--- config.mk ---
export PLATFORM = sky130hd
export DESIGN_NAME = cdb_arbiter
export DESIGN_NICKNAME = d
export VERILOG_FILES = /design/src/rtl/cdb_arbiter_pkg.sv /design/src/rtl/cdb_arbiter_rr_priority_picker.sv /design/src/rtl/cdb_arbiter.sv
export SDC_FILE = /design/constraint.sdc
export NUM_CORES = 1
export LEC_CHECK = 0
export BUFFER_PORTS_ARGS = -buffer_cell sky130_fd_sc_hd__buf_2
export CAP_MARGIN = 20
export CORE_MARGIN = 2
export CORE_UTILIZATION = 43
export CTS_CLUSTER_DIAMETER = 150
export CTS_CLUSTER_SIZE = 14
export DETAILED_ROUTE_END_ITERATION = 10
export PLACE_DENSITY = 0.81
export SYNTH_ARGS = -nofsm -noshare
export SYNTH_HDL_FRONTEND = slang
export SYNTH_SLANG_ARGS = --single-unit
--- constraint.sdc ---
create_clock -name clk -period 3.19 [get_ports clk]
set_input_delay 0.638 -clock clk [delete_from_list [all_inputs] [get_ports clk]]
set_output_delay 0.638 -clock clk [all_outputs]
set_load 0.005 [all_outputs]
--- src/rtl/cdb_arbiter_pkg.sv ---
// Shared widths and the CDB entry type used by the requester ports and the
// broadcast register of the common data bus arbiter.
package cdb_arbiter_pkg;

  localparam int PHYSICAL_REG_NUM_WIDTH = 6;
  localparam int REG_VAL_WIDTH          = 32;
  localparam int ROB_SIZE_WIDTH         = 5;

  typedef struct packed {
    logic [PHYSICAL_REG_NUM_WIDTH-1:0] register_addr;
    logic [REG_VAL_WIDTH-1:0]          register_val;
    logic [ROB_SIZE_WIDTH-1:0]         tag;
  } cdb_entry_t;

endpackage

--- src/rtl/cdb_arbiter_rr_priority_picker.sv ---
// Combinational round-robin picker: first valid requester at or after rr_ptr,
// wrapping from NUM_REQ-1 back to 0.
module rr_priority_picker
  import cdb_arbiter_pkg::*;
#(
  parameter int NUM_REQ       = 3,
  parameter int REQ_IDX_WIDTH = $clog2(NUM_REQ)
) (
  input  logic [NUM_REQ-1:0]       req_valid,
  input  logic [REQ_IDX_WIDTH-1:0] rr_ptr,
  output logic [NUM_REQ-1:0]       grant,
  output logic [REQ_IDX_WIDTH-1:0] grant_idx,
  output logic                     grant_valid
);

  logic [REQ_IDX_WIDTH-1:0] cand_idx_s;

  // Walk the requesters in priority order, latching the first valid one.
  always_comb begin
    grant       = '0;
    grant_idx   = '0;
    grant_valid = 1'b0;
    cand_idx_s  = '0;
    for (int i = 0; i < NUM_REQ; i++) begin
      cand_idx_s = REQ_IDX_WIDTH'((int'(rr_ptr) + i) % NUM_REQ);
      if (!grant_valid && req_valid[cand_idx_s]) begin
        grant[cand_idx_s] = 1'b1;
        grant_idx         = cand_idx_s;
        grant_valid       = 1'b1;
      end else begin
        grant_valid = grant_valid;
      end
    end
  end

endmodule

--- src/rtl/cdb_arbiter.sv ---
// Round-robin arbiter for the common data bus: one combinational grant per
// cycle, winner's result broadcast from a register on the following cycle.
module cdb_arbiter
  import cdb_arbiter_pkg::*;
#(
  parameter int NUM_REQ       = 3,
  parameter int REQ_IDX_WIDTH = $clog2(NUM_REQ)
) (
  input  logic                                            clk,
  input  logic                                            reset,
  input  logic                                            flush,
  input  logic [NUM_REQ-1:0]                              req_valid,
  input  logic [NUM_REQ-1:0][PHYSICAL_REG_NUM_WIDTH-1:0]  req_reg_addr,
  input  logic [NUM_REQ-1:0][REG_VAL_WIDTH-1:0]           req_reg_val,
  input  logic [NUM_REQ-1:0][ROB_SIZE_WIDTH-1:0]          req_tag,
  output logic [NUM_REQ-1:0]                              req_ready,
  output logic                                            cdb_valid,
  output logic [PHYSICAL_REG_NUM_WIDTH-1:0]               cdb_register_addr,
  output logic [REG_VAL_WIDTH-1:0]                        cdb_register_val,
  output logic [ROB_SIZE_WIDTH-1:0]                       cdb_tag,
  output logic [REQ_IDX_WIDTH-1:0]                        cdb_src_idx
);

  logic [REQ_IDX_WIDTH-1:0] rr_ptr_r;
  logic                     cdb_valid_r;
  cdb_entry_t               cdb_entry_r;
  logic [REQ_IDX_WIDTH-1:0] cdb_src_idx_r;

  logic [NUM_REQ-1:0]       grant_s;
  logic [REQ_IDX_WIDTH-1:0] grant_idx_s;
  logic                     grant_valid_s;
  logic                     grant_en_s;
  logic [REQ_IDX_WIDTH-1:0] next_ptr_s;
  cdb_entry_t               req_entry_s [NUM_REQ];

  rr_priority_picker #(
    .NUM_REQ       (NUM_REQ),
    .REQ_IDX_WIDTH (REQ_IDX_WIDTH)
  ) u_picker (
    .req_valid   (req_valid),
    .rr_ptr      (rr_ptr_r),
    .grant       (grant_s),
    .grant_idx   (grant_idx_s),
    .grant_valid (grant_valid_s)
  );

  // Pack the per-requester result fields into CDB entries.
  always_comb begin
    for (int i = 0; i < NUM_REQ; i++) begin
      req_entry_s[i].register_addr = req_reg_addr[i];
      req_entry_s[i].register_val  = req_reg_val[i];
      req_entry_s[i].tag           = req_tag[i];
    end
  end

  // Flush and reset both veto the grant; the pointer advances past the winner.
  always_comb begin
    grant_en_s = grant_valid_s & ~flush & ~reset;
    if (grant_en_s) begin
      req_ready = grant_s;
    end else begin
      req_ready = '0;
    end
    if (grant_idx_s == REQ_IDX_WIDTH'(NUM_REQ - 1)) begin
      next_ptr_s = '0;
    end else begin
      next_ptr_s = grant_idx_s + REQ_IDX_WIDTH'(1);
    end
  end

  // Pointer and broadcast register; data fields hold when nothing is granted.
  always_ff @(posedge clk or posedge reset) begin
    if (reset) begin
      rr_ptr_r      <= '0;
      cdb_valid_r   <= 1'b0;
      cdb_entry_r   <= '0;
      cdb_src_idx_r <= '0;
    end else if (grant_en_s) begin
      rr_ptr_r      <= next_ptr_s;
      cdb_valid_r   <= 1'b1;
      cdb_entry_r   <= req_entry_s[grant_idx_s];
      cdb_src_idx_r <= grant_idx_s;
    end else begin
      cdb_valid_r   <= 1'b0;
    end
  end

  assign cdb_valid         = cdb_valid_r;
  assign cdb_register_addr = cdb_entry_r.register_addr;
  assign cdb_register_val  = cdb_entry_r.register_val;
  assign cdb_tag           = cdb_entry_r.tag;
  assign cdb_src_idx       = cdb_src_idx_r;

endmodule

==> results.tsv <==
stage	metric	value	unit
run_status	status	complete, no violations	
timing	fmax	0.3295	GHz
power	Flop pwr share	0.303	
die	die footprint	7607	um2
layout	FF/Latch Area	1201	um2
timing	fin crit share	0.9513	
worst_setup_path	crit end category	output port	
worst_setup_path	critical path type	reg2out	
die	Die Ht	87.22	um
layout	fin cells	522	
route	Via-to-Cell Ratio	5.400	
clock_network	post-cts resize count	0	
worst_setup_path	crit-path max FO	9	
power	PD cells	858.7	nW/um2
synthesis	syn_nets	405	
placed_design	DP Cell Count	513	
clock_network	Num CTS Buffers	5	
timing	Max Slew Vio Count	0	
synthesis	synthesized area	2978	um2
layout	Fillers	583	
timing	max_slew headroom	0.6439	
timing	Hold WS	0.3804	ns
clock_network	count of clock tree sinks	48	
layout	layout cells sized above 1	0.5701	
route	DRT iter0 DRCs	117	
synthesis	Synth warnings	0	
worst_setup_path	Critical Path Start Type	flop	
layout	commonest non-fill, non-tap cell in the layout	buf_2	
timing	Final Setup Violations	0	
global_routing	vias in the first global route	2731	
power	clock power share	0.110	
worst_setup_path	Crit-path slowest cell	ha_2	
synthesis	Synth area leader	dfrtp_1	
placed_design	Setup WS pre-CTS	0.4905	ns
die	number of cell rows	30	
worst_setup_path	crit path capture	req_ready[0]	
timing	slew of the pin with the lowest slew margin	0.5334	ns
clock_network	H-tree Lvls	2	
global_routing	GRT overflow	0	
clock_network	CTS hold repair buffers	0	
worst_setup_path	worst reg2reg path depth	8	
route	Residual DRC	0	
flow_run	max_cap viols	0	
placed_design	IO buf count	183	
synthesis	post-synth top area share	0.4034	
clock_network	later-pin clock latency in the skew report	0.29	ns
clock_network	clock buffer depth	2	
synthesis	Synth cell types	43	
worst_setup_path	CP Buf/Inv Count	3	
worst_setup_path	Worst Path Required	2.55	ns
worst_setup_path	reg-to-reg critical path startpoint	rr_ptr_r[0]	
synthesis	Seq/Total Area, Yosys	0.4034	
min_path	HP Class	in2async	
worst_setup_path	WP data arrival	2.40	ns
power	part of the power in combinational logic	0.587	
global_routing	Total GRT Usage	0.2030	
worst_setup_path	CP startpoint	rr_ptr_r[0]	
worst_setup_path	setup slack, reg-to-reg	0.63	ns
die	initial core utilization	0.4407	
route	Routed WL per cell	15.15	um
power	Leak	2.124	nW
worst_setup_path	Max stage delay on crit path	0.43	ns
global_routing	largest net degree at the start of global routing	49	
worst_setup_path	Reg2Reg Capture Point	cdb_tag[0]	
layout	antenna cells	0	
worst_setup_path	crit-path cells	inv_1, ha_2, inv_1, a211o_1, o22ai_1, a221oi_1, a211oi_1, buf_2	
power	Switching Share	0.4090	
timing	final hold vios	0	
synthesis	Avg Synthesized Cell Area	11.19	um2
clock_network	CTS tree	yes	
power	Peak VDD IR	0.4006	mV
die	Core Footprint	6756	um2
timing	Period minus WS final	3.035	ns
layout	nets	580	
route	final wirelength	7.908	mm
placed_design	GPL Wtd Cong	0.9051	
timing	fin worst setup slack	0.1552	ns
route	post-route ant nets	0	
synthesis	register bit count reported by yosys	48	
placed_design	hpwl dp	6.001	mm
route	DR pass1 iterations	4	
synthesis	Synth area leaders	dfrtp_1, mux2i_1, o21ai_2	
die	Die Width	87.22	um
timing	Setup Skew	0.006013	ns
power	Psw	1.402	mW
global_routing	initial antenna violation count	0	
die	I/O pin cnt	184	
clock_network	Root Buffer	clkbuf_8	
layout	commonest non-fill, non-tap cells in the layout	buf_2, dfrtp_1, mux2i_1, a22oi_1, o21ai_2	
clock_network	clock transition at the registers of the reported paths	0.09	ns
global_routing	Most Used Layer, Global Route	met2	
worst_setup_path	CP delay by family, top	compound AO/OA/AOI/OAI gates	
layout	area of the multi-input gates	1573	um2
power	Internal Power	2.026	mW
synthesis	Synth Instances	266	
global_routing	first-pass GRT wire length	12.41	mm
clock_network	Setup Fix Bufs, Post-CTS	0	
global_routing	GRT met1 Usage	0.2449	
layout	Syn-to-layout area delta	34.08	%
worst_setup_path	WP depth	8	
route	overall via count from detail_route	2819	
global_routing	met3 usage	0.03697	
worst_setup_path	cell mode on critical path	inv_1	
global_routing	GR Util met2	0.3643	
-- metrics by stage --
step / total power [mW] / utilization / instance area, um2 / setup TNS, ns
after floorplan: 2.510 / - / 2978 / 0
after global placement: 2.987 / 0.5730 / 3871 / 0
after detailed placement: 3.056 / 0.5730 / 3871 / 0
after CTS: 3.444 / 0.5867 / 3964 / 0
after global routing: 3.698 / 0.5909 / 3993 / -0.006865
final: 3.428 / 0.5909 / 3993 / 0
-- routing by layer --
metal / vias up / wire length, um
li1: 1370 / -
met1: 1303 / 3164
met2: 137 / 4151
met3: 9 / 522
met4: 0 / 70
met5: - / 0
-- worst register-to-register path: cells and delay by family, from the launching register on --
family                   cells  cell delay, ns
adder cells (fa/ha/maj)      1            0.43
flip-flops                   1            0.41
buffers and inverters        2            0.41
multiplexers                 1            0.32
AND/OR/NAND/NOR              1            0.14
AO/OA/AOI/OAI                3            0.73
-- worst min path at each step --
stage	endpoint	slack [ns]
after floorplan	cdb_src_idx[0]	0.47
after global placement	cdb_src_idx[1]	0.46
after detailed placement	cdb_src_idx[0]	0.47
after CTS	cdb_src_idx[0]	0.49
after global routing	cdb_src_idx[0]	0.42
final	cdb_src_idx[0]	0.38
-- power by group through the flow --
stage          clock [mW]  sequential [mW]  combinational [mW]
2_1_floorplan           0             1.07                1.44
3_3_place_gp            0             1.04                1.94
3_5_place_dp            0             1.04                2.01
4_1_cts             0.396             1.04                2.01
5_1_grt             0.416             1.07                2.21
6_report            0.378             1.04                2.01
-- kinds of logic after synthesis --
family,synth area share
buffers and inverters,0.07815
adders and majority gates,0.01681
DFF,0.4034
AOI/OAI and AO/OA,0.2966
and+or+nand+nor,0.04370
muxes,0.1613
-- layout make-up --
class,count,share of cell area
multi-input cells,186,0.3939
flip-flops and latches,48,0.3008
repair buffers,192,0.2495
well taps,80,0.02507
clock buffers,6,0.02068
inverters,8,0.007521
clock inverters,2,0.002507
-- sequential cells by signal, indices dropped and copies added (netlist names) --
signal,flops
rr_ptr_r,2
cdb_register_addr,6
cdb_src_idx,2
cdb_valid,1
cdb_tag,5
cdb_register_val,32
-- synthesized netlist by cell type --
master / instances
a211oi_2: 1
buf_2: 10
nor4bb_1: 1
nor2b_1: 2
mux2i_1: 44
buf_12: 5
ha_1: 4
a31oi_1: 2
a211o_1: 1
or3_1: 1
inv_2: 1
a22oi_1: 43
nor3_1: 2
or2_2: 1
and4_1: 1
a221oi_1: 1
a21oi_1: 3
o21ai_2: 40
clkbuf_1: 5
nand2_1: 2
nand2b_1: 2
mux2_4: 1
a22o_1: 2
mux2_1: 1
o21a_1: 1
o21ai_0: 3
o21ai_1: 7
mux2i_2: 1
a21o_1: 4
a222oi_1: 1
nor2_1: 3
buf_4: 3
a211oi_1: 1
buf_6: 1
o22ai_1: 1
nor3b_1: 2
dfrtp_1: 48
nand3b_1: 2
nor4_1: 1
o211ai_1: 2
or2_4: 1
inv_1: 7
o32ai_1: 1
Power figures use the tool's default switching activity.
